<file path="src/rtl/rng_pkg.sv">
// Shared types and default parameters for the RNG health monitor.
// Symbol width matches the randomizer output; cutoffs size the RCT/APT counters.
package rng_pkg;

  localparam int SYM_W_DEF      = 2;
  localparam int RCT_CUTOFF_DEF = 8;
  localparam int APT_WINDOW_DEF = 64;
  localparam int APT_CUTOFF_DEF = 40;

  typedef enum logic [1:0] {
    STARTUP = 2'd0,
    RUN     = 2'd1,
    ALARM   = 2'd2
  } state_e;

endpackage

</file>
<file path="src/rtl/rng_apt_window.sv">
// Adaptive proportion test: counts the first symbol of each window; o_hit is a same-cycle pulse.
// No backpressure; state advances only on accepted samples, i_clear restarts the window.
module rng_apt_window
  import rng_pkg::*;
#(
  parameter int SYM_W      = SYM_W_DEF,
  parameter int APT_WINDOW = APT_WINDOW_DEF,
  parameter int APT_CUTOFF = APT_CUTOFF_DEF
) (
  input  logic             i_clk,
  input  logic             i_rst_n,
  input  logic             i_clear,
  input  logic             i_accept,
  input  logic [SYM_W-1:0] i_r,
  output logic             o_hit,
  output logic             o_last
);

  localparam int IDX_W = $clog2(APT_WINDOW);
  localparam int CNT_W = $clog2(APT_CUTOFF + 1);

  logic [IDX_W-1:0] win_idx_q, win_idx_d;
  logic [SYM_W-1:0] ref_sym_q, ref_sym_d;
  logic [CNT_W-1:0] apt_cnt_q, apt_cnt_d;

  always_comb begin
    win_idx_d = win_idx_q;
    ref_sym_d = ref_sym_q;
    apt_cnt_d = apt_cnt_q;
    o_hit     = 1'b0;
    if (i_clear) begin
      win_idx_d = '0;
      ref_sym_d = '0;
      apt_cnt_d = '0;
    end else if (i_accept) begin
      // Window length is a power of two, so the index wraps on its own.
      win_idx_d = win_idx_q + IDX_W'(1);
      if (win_idx_q == '0) begin
        ref_sym_d = i_r;
        apt_cnt_d = CNT_W'(1);
      end else if ((i_r == ref_sym_q) && (apt_cnt_q != CNT_W'(APT_CUTOFF))) begin
        apt_cnt_d = apt_cnt_q + CNT_W'(1);
      end
      o_hit = (apt_cnt_d == CNT_W'(APT_CUTOFF));
    end
  end

  assign o_last = (win_idx_q == IDX_W'(APT_WINDOW - 1));

  always_ff @(posedge i_clk or negedge i_rst_n) begin
    if (!i_rst_n) begin
      win_idx_q <= '0;
      ref_sym_q <= '0;
      apt_cnt_q <= '0;
    end else begin
      win_idx_q <= win_idx_d;
      ref_sym_q <= ref_sym_d;
      apt_cnt_q <= apt_cnt_d;
    end
  end

endmodule

</file>
<file path="src/rtl/rng_health_monitor.sv">
// RCT + APT health monitor gating the RNG stream; 1-cycle latency, forwards only in RUN.
// No backpressure: o_ready is status only; any failure latches ALARM and blocks data until i_clear.
module rng_health_monitor
  import rng_pkg::*;
#(
  parameter int SYM_W      = SYM_W_DEF,
  parameter int RCT_CUTOFF = RCT_CUTOFF_DEF,
  parameter int APT_WINDOW = APT_WINDOW_DEF,
  parameter int APT_CUTOFF = APT_CUTOFF_DEF
) (
  input  logic             i_clk,
  input  logic             i_rst_n,
  input  logic             i_valid,
  input  logic [SYM_W-1:0] i_r,
  input  logic             i_clear,
  output logic             o_valid,
  output logic [SYM_W-1:0] o_r,
  output logic             o_ready,
  output logic             o_rct_fail,
  output logic             o_apt_fail,
  output logic             o_alarm
);

  localparam int REP_W = $clog2(RCT_CUTOFF + 1);

  state_e           state_q, state_d;
  logic [REP_W-1:0] rep_cnt_q, rep_cnt_d;
  logic [SYM_W-1:0] last_sym_q, last_sym_d;
  logic             first_q, first_d;
  logic             rct_fail_q, rct_fail_d;
  logic             apt_fail_q, apt_fail_d;
  logic             valid_q, valid_d;
  logic [SYM_W-1:0] r_q, r_d;

  logic accept, apt_hit, apt_last, rct_hit, fail_now;

  assign accept = i_valid & ~i_clear;

  rng_apt_window #(
    .SYM_W     (SYM_W),
    .APT_WINDOW(APT_WINDOW),
    .APT_CUTOFF(APT_CUTOFF)
  ) u_apt (
    .i_clk   (i_clk),
    .i_rst_n (i_rst_n),
    .i_clear (i_clear),
    .i_accept(accept),
    .i_r     (i_r),
    .o_hit   (apt_hit),
    .o_last  (apt_last)
  );

  always_comb begin
    state_d    = state_q;
    rep_cnt_d  = rep_cnt_q;
    last_sym_d = last_sym_q;
    first_d    = first_q;
    rct_fail_d = rct_fail_q;
    apt_fail_d = apt_fail_q;
    valid_d    = 1'b0;
    r_d        = r_q;
    rct_hit    = 1'b0;
    fail_now   = 1'b0;
    if (i_clear) begin
      state_d    = STARTUP;
      rep_cnt_d  = '0;
      first_d    = 1'b1;
      rct_fail_d = 1'b0;
      apt_fail_d = 1'b0;
    end else if (accept) begin
      r_d     = i_r;
      first_d = 1'b0;
      if (first_q || (i_r != last_sym_q)) begin
        rep_cnt_d  = REP_W'(1);
        last_sym_d = i_r;
      end else if (rep_cnt_q != REP_W'(RCT_CUTOFF)) begin
        rep_cnt_d = rep_cnt_q + REP_W'(1);
      end
      rct_hit    = (rep_cnt_d == REP_W'(RCT_CUTOFF));
      fail_now   = rct_hit | apt_hit;
      rct_fail_d = rct_fail_q | rct_hit;
      apt_fail_d = apt_fail_q | apt_hit;
      valid_d    = (state_q == RUN) && !fail_now;
      // A failure on the last startup sample wins over entering RUN.
      if (fail_now) begin
        state_d = ALARM;
      end else if ((state_q == STARTUP) && apt_last) begin
        state_d = RUN;
      end
    end
  end

  always_ff @(posedge i_clk or negedge i_rst_n) begin
    if (!i_rst_n) begin
      state_q    <= STARTUP;
      rep_cnt_q  <= '0;
      last_sym_q <= '0;
      first_q    <= 1'b1;
      rct_fail_q <= 1'b0;
      apt_fail_q <= 1'b0;
      valid_q    <= 1'b0;
      r_q        <= '0;
    end else begin
      state_q    <= state_d;
      rep_cnt_q  <= rep_cnt_d;
      last_sym_q <= last_sym_d;
      first_q    <= first_d;
      rct_fail_q <= rct_fail_d;
      apt_fail_q <= apt_fail_d;
      valid_q    <= valid_d;
      r_q        <= r_d;
    end
  end

  assign o_valid    = valid_q;
  assign o_r        = r_q;
  assign o_ready    = (state_q == RUN);
  assign o_alarm    = (state_q == ALARM);
  assign o_rct_fail = rct_fail_q;
  assign o_apt_fail = apt_fail_q;

endmodule

</file>
<file path="config.mk">
export PLATFORM = sky130hd
export DESIGN_NAME = rng_health_monitor
export DESIGN_NICKNAME = d
export VERILOG_FILES = /design/src/rtl/rng_pkg.sv /design/src/rtl/rng_apt_window.sv /design/src/rtl/rng_health_monitor.sv
export SDC_FILE = /design/constraint.sdc
export NUM_CORES = 1
export LEC_CHECK = 0
export BUFFER_PORTS_ARGS = -buffer_cell sky130_fd_sc_hd__buf_2
export CAP_MARGIN = 20
export CORE_MARGIN = 2
export CORE_UTILIZATION = 40
export DETAILED_ROUTE_END_ITERATION = 8
export PLACE_DENSITY = 0.59
export SLEW_MARGIN = 20
export SYNTH_ARGS = -nofsm -noshare
export SYNTH_HDL_FRONTEND = slang
export SYNTH_HIERARCHICAL = 1
export SYNTH_SLANG_ARGS = --single-unit
</file>
<file path="constraint.sdc">
create_clock -name i_clk -period 2.42 [get_ports i_clk]
set_input_delay 0.363 -clock i_clk [delete_from_list [all_inputs] [get_ports i_clk]]
set_output_delay 0.363 -clock i_clk [all_outputs]
set_load 0.02 [all_outputs]
</file>
==> results.md, run 1 <==
- Endpoints failing setup: 0
- Count of max-cap constraint violations: 0
- Most used DFF post-synth: dfrtp_1
- Slack of the critical path: ~0.24 ns
- Detailed-router iteration count before antenna repair: 4
- DRC violation count after routing: 0
- Antenna fix cells: 0
- Clock tree from TritonCTS: built
- Count of antenna-violating nets left after detailed routing: 0
- Syn Nets: roughly 190
- Max clock buf depth: 2
- Net total in the final layout: about 200
- Area leader, netlist: dfrtp_1
- Critical-path maximum fanout: 5
- TritonCTS sink count: 28
- Width of the die: 67.9 µm
- Count of placed standard cells in the final layout, fillers left out: around 240
- Syn. warnings: 6
- Initial Util: 0.411
- Final hold violations: 0
- First-pass GRT wire length: 5.75 mm
- Largest cells by area after synthesis: dfrtp_1, nand2_1, ha_1
- Final slew viol count: 0
- Y dimension of the die: ~68 µm
- Inserted Clock Buffers: 3
- Number of global-route vias before repair: 1212
- Synth cell types: 47
- Hold WS: around 0.09 ns
- Worst path arrival time: about 2.4 ns
- Post-CTS Hold Fix Bufs: 0
- Count of buffers inserted at the top-level ports: 12
- Path type of the worst setup path: reg -> reg
- WP data required: between 2 and 3 ns
- Mapped cell area: roughly 0.0016 mm²
- Average routed wire per standard cell: roughly 14 µm
- Instance count after placement with tap cells included: around 240
- Setup total negative slack: 0 ns
- Global-route usage over all layers: 0.166
- Leakage dissipation: around 0.8 nW
- Fill cells: about 380
- Kind of end point of the critical path: flop
- Placeable core region: 0.00397 mm²
- Post-synth ARST share: 1.00
- DP Worst Slack: ~0.042 ns
- Detailed-route wire length: 3.39 mm
- RSZ-0062 raised after global routing: no
- Startpoint type of the worst setup path: flop
- Count of standard-cell rows: 23
- Total power divided by cell area: between 500 and 600 mW/mm²
- Maximum operating frequency: about 460 MHz
- Vias per std cell: 5.43
- Outcome: complete, no violations
- Die Footprint: 0.00461 mm²
- VDD IR max: approximately 0.42 mV
- Slew at the pin closest to its max-slew limit: 0.664 ns
- Max-Slew Margin vs Limit: 0.551
- Average cell area after synthesis: just over 9 µm²
- Final Core Density: 0.461
- Final estimated routing congestion in global placement: 0.879
- Yosys top cell area share: 0.414
- Synth Instances: roughly 180
- Cell chosen for the clock root: clkbuf_8
- Commonest non-fill, non-tap cell in the layout: dfrtp_1
- Number of antenna violations at the first check in global routing: 0
- Sequential element share of the synthesized area: 0.430
- Half-perimeter wire length after placement: between 2 and 2.5 mm
- Final worst path period share: 0.901
- Minimum clock period after layout: around 2.2 ns
- First-iteration detailed-routing DRC count: 120
- Clock transition at path regs: about 0.10 ns
- Worst-skew pair later-pin latency: 0.27 ns
- Area growth from synthesis to final layout: 12.1%
- Leading cell types in the layout, fill and taps excluded: dfrtp_1, nand2_1, nor2_1
- Count of state elements after synthesis: 28
- I/O Pins: 13
- Path type of the worst min-delay path: in -> async
- Vias: ~1300
- Post-Route Skew: approximately 0.0063 ns
- Total overflow reported by the global router: 0
- Htree depth: 1
- Fraction of layout cells with a size suffix above 1: 0.147
- Number of enable flip-flop cells after synthesis: 0
- Maximum number of pins on one net before global-route repair: 29
## through the flow
| stage | cell area (µm²) | power, W |
|---|---|---|
| 3_3_place_gp | 1760 | 0.000631 |
| 5_1_grt | 1830 | 0.000974 |
| 4_1_cts | 1810 | 0.000933 |
| 2_1_floorplan | 1630 | 0.000589 |
| 3_5_place_dp | 1760 | 0.000635 |
| 6_report | 1830 | 0.000921 |
## registers in the layout, summed over array words and instances (netlist names)
register / flops
state_q: 2
o_r: 2
last_sym_q: 2
first_q: 1
o_apt_fail: 1
u_apt/win_idx_q: 6
u_apt/ref_sym_q: 2
u_apt/apt_cnt_q: 6
o_valid: 1
rep_cnt_q: 4
o_rct_fail: 1
## kinds of logic (layout without fill, tap and decap cells)
logic type,after synthesis,count (layout),synth area share
AND/OR/NAND/NOR,69,69,0.226
AO/OA/AOI/OAI,39,39,0.166
flip-flops,28,28,0.430
buffers and inverters,17,33,0.0414
XOR/XNOR,11,11,0.0590
adder cells (fa/ha/maj),6,6,0.0460
multiplexers,5,5,0.0314
## synth_stat cells, drive strengths merged, types with 2 or more instances
| cell | count |
|---|---|
| nand2 | 23 |
| xnor2 | 5 |
| a21boi | 2 |
| buf | 3 |
| nand4b | 2 |
| nor2b | 3 |
| or4 | 2 |
| nand3 | 7 |
| a211o | 2 |
| nor2 | 14 |
| a211oi | 2 |
| dfrtp | 27 |
| inv | 13 |
| o21ai | 6 |
| o31ai | 4 |
| nor4b | 3 |
| o211ai | 3 |
| xor2 | 6 |
| a21o | 2 |
| a21oi | 9 |
| nand4 | 3 |
| mux2i | 4 |
| or3 | 2 |
| nand2b | 2 |
| nor3 | 2 |
| ha | 6 |
## power by group
group | total (W) | switching [W] | internal [W]
clock network | 0.000291 | 0.000146 | 0.000146
logic | 0.000130 | 0.0000843 | 0.0000453
registers | 0.000500 | 0.0000156 | 0.000484
## worst paths after layout
| path | from | end | slack (ns) | cells past startpoint |
|---|---|---|---|---|
| setup / recovery | u_apt/ref_sym_q[0]$_DFFE_PN0P_ | state_q[1]$_DFFE_PN0P_ | 0.24 | 6 |
| hold / removal | i_rst_n | u_apt/win_idx_q[1]$_DFFE_PN0P_ | 0.09 | 1 |
| setup reg to reg | u_apt/ref_sym_q[0]$_DFFE_PN0P_ | state_q[1]$_DFFE_PN0P_ | 0.24 | 6 |
| hold reg to reg | o_r[0]$_DFFE_PN0P_ | o_r[0]$_DFFE_PN0P_ | 0.49 | 2 |
| max in group asynchronous | i_rst_n | o_r[0]$_DFFE_PN0P_ | 1.92 | 1 |
| min in group i_clk | i_r[0] | o_r[0]$_DFFE_PN0P_ | 0.39 | 3 |
## critical path: stages (launching register included)
cell      delay [ns]
dfrtp_1         0.42
xor2_1          0.20
or4_1           0.51
a211o_1         0.34
nor4_4          0.32
nor2_1          0.11
a211oi_2        0.21
## repair_timing
action	in CTS	in global routing
endpoints found under the setup margin	0	2
gates resized for setup	0	1
buffers inserted	0	1
## routing by layer
metal  up-vias  GRT usage  share of wire
met1       635      0.225           0.48
met2        18      0.272           0.48
met3         2     0.0411          0.035
met4         0     0.0300         0.0050
met5         -          0              0
li1        654          -              -
## layout make-up
class | instances | area (µm²) | share of cell area
sequential | 28 | 702 | 0.383
tap | 50 | 62.6 | 0.0342
multi-input combinational | 130 | 872 | 0.476
timing repair buffer | 16 | 90.1 | 0.0492
inverter | 13 | 48.8 | 0.0267
clock buffer | 4 | 55.1 | 0.0301
No activity file was read; power rests on OpenSTA's default activity.
==> inputs of run 2 (changes only) <==
- CAP_MARGIN: 20 -> 10
- GPL_TIMING_DRIVEN: not set -> 0
==> results.md, run 2 (synthesis gave the netlist of run 1 again) <==
- Outcome: complete, no violations
- Total overflow reported by the global router: 0
- RSZ-0062 raised after global routing: no
- Path type of the worst min-delay path: in -> async
- I/O Pins: 13
- Top Registers: u_apt/apt_cnt_q x6, u_apt/win_idx_q x6, rep_cnt_q x4
- Placeable core region: slightly below 0.004 mm²
- Fraction of layout cells with a size suffix above 1: 0.167
- Number of global-route vias before repair: 1280
- Sum of buffers and inverters on the critical path: 2
- Final slew viol count: 0
- Worst path arrival time: roughly 2.4 ns
- Initial Util: 0.411
- Y dimension of the die: ~68 µm
- Count of antenna-violating nets left after detailed routing: 0
- Clock tree from TritonCTS: built
- Sequential cell area: about 700 µm²
- Slack of the critical path: ~0.19 ns
- Path type of the worst setup path: reg -> reg
- Gate family responsible for the most delay along the worst path: simple AND/OR/NAND/NOR gates
- Half-perimeter wire length after placement: around 2.5 mm
- Endpoints failing setup: 0
- WP data required: roughly 2.6 ns
- Average routed wire per standard cell: approximately 14 µm
- Clock transition at path regs: ~0.1 ns
- Max clock buf depth: 2
- Final hold violations: 0
- DRC violation count after routing: 0
- Maximum number of pins on one net before global-route repair: 29
- Max-Slew Margin vs Limit: 0.593
- First-iteration detailed-routing DRC count: about 50
- Footprint of the multi-input gates: about 900 µm²
- Slew at the pin closest to its max-slew limit: ~0.6 ns
- Final worst path period share: 0.922
- Detailed-route wire length: roughly 3.4 mm
- Switching power of the nets: approximately 0.00025 W
- Vias: about 1300
- Maximum operating frequency: ~450 MHz
- Total power divided by cell area: ~530 mW/mm²
- Area growth from synthesis to final layout: 14.4%
- Cell area reported after detailed placement: 0.00176 mm²
- Fin area: between 0.0015 and 0.002 mm²
- DP Worst Slack: -0.568 ns
- Flop pwr share: 0.501
- R2R setup slack: approximately 0.19 ns
- Fill cells: around 380
- Post-Route Skew: 0.00309 ns
- Number of antenna violations at the first check in global routing: 0
- Internal power contribution: approximately 0.00075 W
- Net total in the final layout: a little over 200
- Leading cell types in the layout, fill and taps excluded: dfrtp_1, nand2_1, buf_2, nor2_1, inv_1
- Inserted Clock Buffers: 3
- Clock network fraction of total power: 0.369
- Antenna fix cells: 0
- Htree depth: 1
- Worst-skew pair later-pin latency: approximately 0.27 ns
- Width of the die: a little under 70 µm
- Combinational fraction of design power: 0.130
- Minimum clock period after layout: approximately 2.2 ns
- Final estimated routing congestion in global placement: approximately 0.83
- Detailed-router iteration count before antenna repair: 4
- Largest stage delay on the critical path: ~0.46 ns
- Slowest CP cell: dfrtp_1
- Critical path, cell by cell: inv_1 -> ha_1 -> nand4b_1 -> o211ai_1 -> mux2i_2 -> nor4_4 -> buf_4 -> nor4b_2
- Critical-path maximum fanout: 7
- Switching portion of total power: 0.246
- Startpoint type of the worst setup path: flop
- Kind of end point of the critical path: flop
- Leakage dissipation: between 0.8 and 0.9 nW
- Vias per std cell: approximately 5.5
- Global-route usage over all layers: 0.166
- VDD IR max: ~0.29 mV
- First-pass GRT wire length: slightly below 6 mm
- Count of standard-cell rows: 23
- Count of max-cap constraint violations: 0
- Die Footprint: 0.00461 mm²
- TritonCTS sink count: 28
- Cell chosen for the clock root: clkbuf_8
- Commonest non-fill, non-tap cell in the layout: dfrtp_1
- Count of buffers inserted at the top-level ports: 12
run 2: cell types whose count changed in the layout (fill, tap and decap cells not counted), sizes merged:
cell and change:
buf -1, bufinv +1, clkbuf +1
run 2: final timing paths:
| check | start | to | depth (start not counted) |
|---|---|---|---|
| hold / removal | i_rst_n | u_apt/apt_cnt_q[4]$_DFFE_PN0P_ | 1 |
| min in group i_clk | i_r[0] | o_r[0]$_DFFE_PN0P_ | 3 |
| setup / recovery | u_apt/apt_cnt_q[0]$_DFFE_PN0P_ | o_valid$_DFF_PN0_ | 8 |
| max in group asynchronous | i_rst_n | u_apt/apt_cnt_q[1]$_DFFE_PN0P_ | 1 |
| setup reg to reg | u_apt/apt_cnt_q[0]$_DFFE_PN0P_ | o_valid$_DFF_PN0_ | 8 |
| hold reg to reg | o_r[0]$_DFFE_PN0P_ | o_r[0]$_DFFE_PN0P_ | 2 |
run 2: metal layers:
layer | up-vias | GRT usage | share of wire
met5 | - | 0 | 0
met4 | 0 | 0.0525 | 0.0053
met3 | 2 | 0.0197 | 0.036
met2 | 33 | 0.277 | 0.48
met1 | 645 | 0.225 | 0.48
li1 | 654 | - | -
run 2: cell type report:
class | instances | share of cell area
Sequential cell | 28 | 0.376
Inverter | 13 | 0.0261
Tap cell | 50 | 0.0335
Multi-Input combinational cell | 130 | 0.479
Buffer | 4 | 0.0114
Timing Repair Buffer | 13 | 0.0362
Clock buffer | 3 | 0.0221
Clock inverter | 1 | 0.0161
run 2: timing repair:
| item | in CTS | in global routing |
|---|---|---|
| setup buffers | 1 | 0 |
| resized for setup | 1 | 6 |
| hold buffers | 0 | 0 |
| pin swaps | 1 | 2 |
| endpoints found under the setup margin | 4 | 4 |
| cloned | 0 | 0 |
run 2: stage by stage:
step | setup TNS [ns] | cells | total power, W | hold slack, ns | util
finish | 0 | 242 | 0.000997 | 0.0893 | 0.470
floorplan | 0 | 175 | 0.000589 | 0.0674 | -
CTS | 0 | 242 | 0.00100 | 0.116 | 0.464
global placement | -1.79 | 237 | 0.000628 | 0.423 | 0.442
global route | 0 | 242 | 0.00105 | 0.129 | 0.470
detailed placement | -1.91 | 237 | 0.000632 | 0.421 | 0.442
run 2: power groups by stage:
stage	Combinational [W]	Sequential [W]	Clock (W)
after global placement	0.000121	0.000507	0
after detailed placement	0.000124	0.000508	0
final	0.000130	0.000500	0.000368
after global routing	0.000148	0.000502	0.000398
after CTS	0.000126	0.000499	0.000378
after floorplan	0.0000777	0.000511	0
==> inputs of run 3 (changes only) <==
==> constraint.sdc (replaced) <==
create_clock -name i_clk -period 2.42 [get_ports i_clk]
set_input_delay 0 -clock i_clk [delete_from_list [all_inputs] [get_ports i_clk]]
set_output_delay 0 -clock i_clk [all_outputs]
set_load 0.02 [all_outputs]
==> results.md, run 3 (synthesis gave the netlist of run 1 again) <==
- Gate family responsible for the most delay along the worst path: simple AND/OR/NAND/NOR gates
- Outcome: complete, no violations
- Worst path arrival time: between 2 and 2.5 ns
- Path type of the worst setup path: reg -> reg
- Net total in the final layout: about 210
- Maximum operating frequency: roughly 440 MHz
- Die Footprint: about 0.0046 mm²
- Clock transition at path regs: ~0.1 ns
- Minimum clock period after layout: 2.28 ns
- Total power divided by cell area: about 540 mW/mm²
- Final slew viol count: 0
- Launch instance of the worst min-delay path: i_r[0]
- WP data required: 2.62 ns
- Total overflow reported by the global router: 0
- Reg-to-Reg End: state_q[1]$_DFFE_PN0P_
- Postcts setup bufs: 0
- Number of global-route vias before repair: between 1000 and 1500
- Critical-path maximum fanout: 5
- Path length in cells of the critical path: 6
- Count of buffers inserted at the top-level ports: 12
- Initial Util: 0.411
- Final Core Density: 0.466
- Critical path, cell by cell: xor2_1 -> or4_1 -> a211o_1 -> nor4_4 -> nor2_1 -> a211oi_2
- Top Registers: u_apt/apt_cnt_q x6, u_apt/win_idx_q x6, rep_cnt_q x4
- Count of antenna-violating nets left after detailed routing: 0
- DP Worst Slack: -0.205 ns
- Endpoints failing setup: 0
- Hold WS: about 0.018 ns
- Final estimated routing congestion in global placement: around 0.83
- Slew at the pin closest to its max-slew limit: ~0.61 ns
- Commonest non-fill, non-tap cell in the layout: dfrtp_1
- Inserted Clock Buffers: 3
- Count of placed standard cells in the final layout, fillers left out: 242
- Placeable core region: 0.00397 mm²
- Max-Slew Margin vs Limit: 0.595
- Vias: 1327
- Maximum number of pins on one net before global-route repair: 29
- Max clock buf depth: 2
- Vias per std cell: 5.48
- Half-perimeter wire length after placement: approximately 2.5 mm
- Worst-skew pair later-pin latency: between 0.2 and 0.3 ns
- R2R setup slack: 0.14 ns
- Slack of the critical path: approximately 0.14 ns
- Leading cell types in the layout, fill and taps excluded: dfrtp_1, nand2_1, buf_2
- Slowest CP cell: or4_1
- Fraction of layout cells with a size suffix above 1: 0.146
- Startpoint type of the worst setup path: flop
- Number of cell instances on the worst register-to-register path: 6
- Antenna fix cells: 0
- RSZ-0062 raised after global routing: no
- Post-Route Skew: between 0.006 and 0.007 ns
- Endpoint, Worst Hold: o_r[0]$_DFFE_PN0P_
- Y dimension of the die: between 60 and 70 µm
- Reg2reg start: u_apt/ref_sym_q[0]$_DFFE_PN0P_
- Width of the die: 67.9 µm
- First-iteration detailed-routing DRC count: 48
- Final worst path period share: 0.940
- Number of antenna violations at the first check in global routing: 0
- Count of max-cap constraint violations: 0
- Clock tree from TritonCTS: built
- Leakage dissipation: just over 0.8 nW
- Cell area reported after detailed placement: around 0.0018 mm²
- Global-route usage over all layers: 0.166
- VDD IR max: a little under 0.3 mV
- Fin area: approximately 0.0019 mm²
- Hold Path Stages: 3
- Cell chosen for the clock root: clkbuf_8
- Detailed-router iteration count before antenna repair: 4
- Path type of the worst min-delay path: in -> reg
- Detailed-route wire length: 3.37 mm
- DRC violation count after routing: 0
- Fill cells: 380
- I/O Pins: 13
- Htree depth: 1
- Instance count after placement with tap cells included: between 200 and 250
- Kind of end point of the critical path: flop
- Count of standard-cell rows: 23
- Final hold violations: 0
- Area growth from synthesis to final layout: 13.3%
- Largest stage delay on the critical path: 0.53 ns
- Average routed wire per standard cell: between 10 and 15 µm
- First-pass GRT wire length: between 5 and 6 mm
- Critical path startpoint: u_apt/ref_sym_q[0]$_DFFE_PN0P_
- Sum of buffers and inverters on the critical path: 0
- TritonCTS sink count: 28
[run 3: cell count changes in the layout (fill, tap and decap cells not counted)]
cell           previous run  this run
nor4b_1                   1         2
mux2i_2                   1         0
nor4b_2                   2         1
nand2b_4                  1         0
clkbuf_4                  1         0
nand2b_1                  1         2
buf_4                     1         0
dlygate4sd3_1             0         1
buf_2                    14        15
mux2i_1                   3         4
[run 3: how the worst max path moves through the flow]
stage | end | slack [ns]
after floorplan | state_q[1]$_DFFE_PN0P_ | 0.30
after global placement | state_q[1]$_DFFE_PN0P_ | -0.16
after detailed placement | state_q[1]$_DFFE_PN0P_ | -0.20
after CTS | state_q[1]$_DFFE_PN0P_ | 0.11
after global routing | state_q[1]$_DFFE_PN0P_ | 0.04
final | state_q[1]$_DFFE_PN0P_ | 0.14
[run 3: where the power goes]
| group | internal, W | switching [W] |
|---|---|---|
| logic | 0.0000436 | 0.0000828 |
| clock network | 0.000222 | 0.000149 |
| registers | 0.000484 | 0.0000150 |
| total | 0.000750 | 0.000247 |
[run 3: layout make-up]
class,count,area [µm²],area share
plain buffers,4,18.8,0.0101
inverters,13,48.8,0.0264
flip-flops and latches,28,702,0.379
repair buffers,13,70.1,0.0379
multi-input cells,130,877,0.474
clock buffers,3,41.3,0.0223
well taps,50,62.6,0.0338
clock inverters,1,30.0,0.0162
[run 3: metrics by stage]
| step | power [W] | setup TNS, ns |
|---|---|---|
| after floorplan | 0.000589 | 0 |
| after global placement | 0.000628 | -0.334 |
| after detailed placement | 0.000632 | -0.435 |
| after CTS | 0.00100 | 0 |
| after global routing | 0.00104 | 0 |
| final | 0.000997 | 0 |
[run 3: tightest hold or removal path, cell delays in order]
cell,delay [ns]
buf_2,0.14
nand2_1,0.08
nand2_1,0.05
[run 3: routing by layer]
metal / wire (µm) / vias to the layer above / track usage / share of wire
met5: 0 / - / 0 / 0
met4: 35 / 0 / 0.0600 / 0.010
met3: 97 / 4 / 0.0214 / 0.029
met2: 1640 / 20 / 0.275 / 0.49
met1: 1600 / 649 / 0.223 / 0.47
li1: - / 654 / - / -
[run 3: what timing repair did]
item                       in CTS  in global routing
hold buffers                    1                  0
setup endpoints to repair       1                  2
hold endpoints to repair       27                  0
pin swaps                       0                  2
resized for setup               1                  1
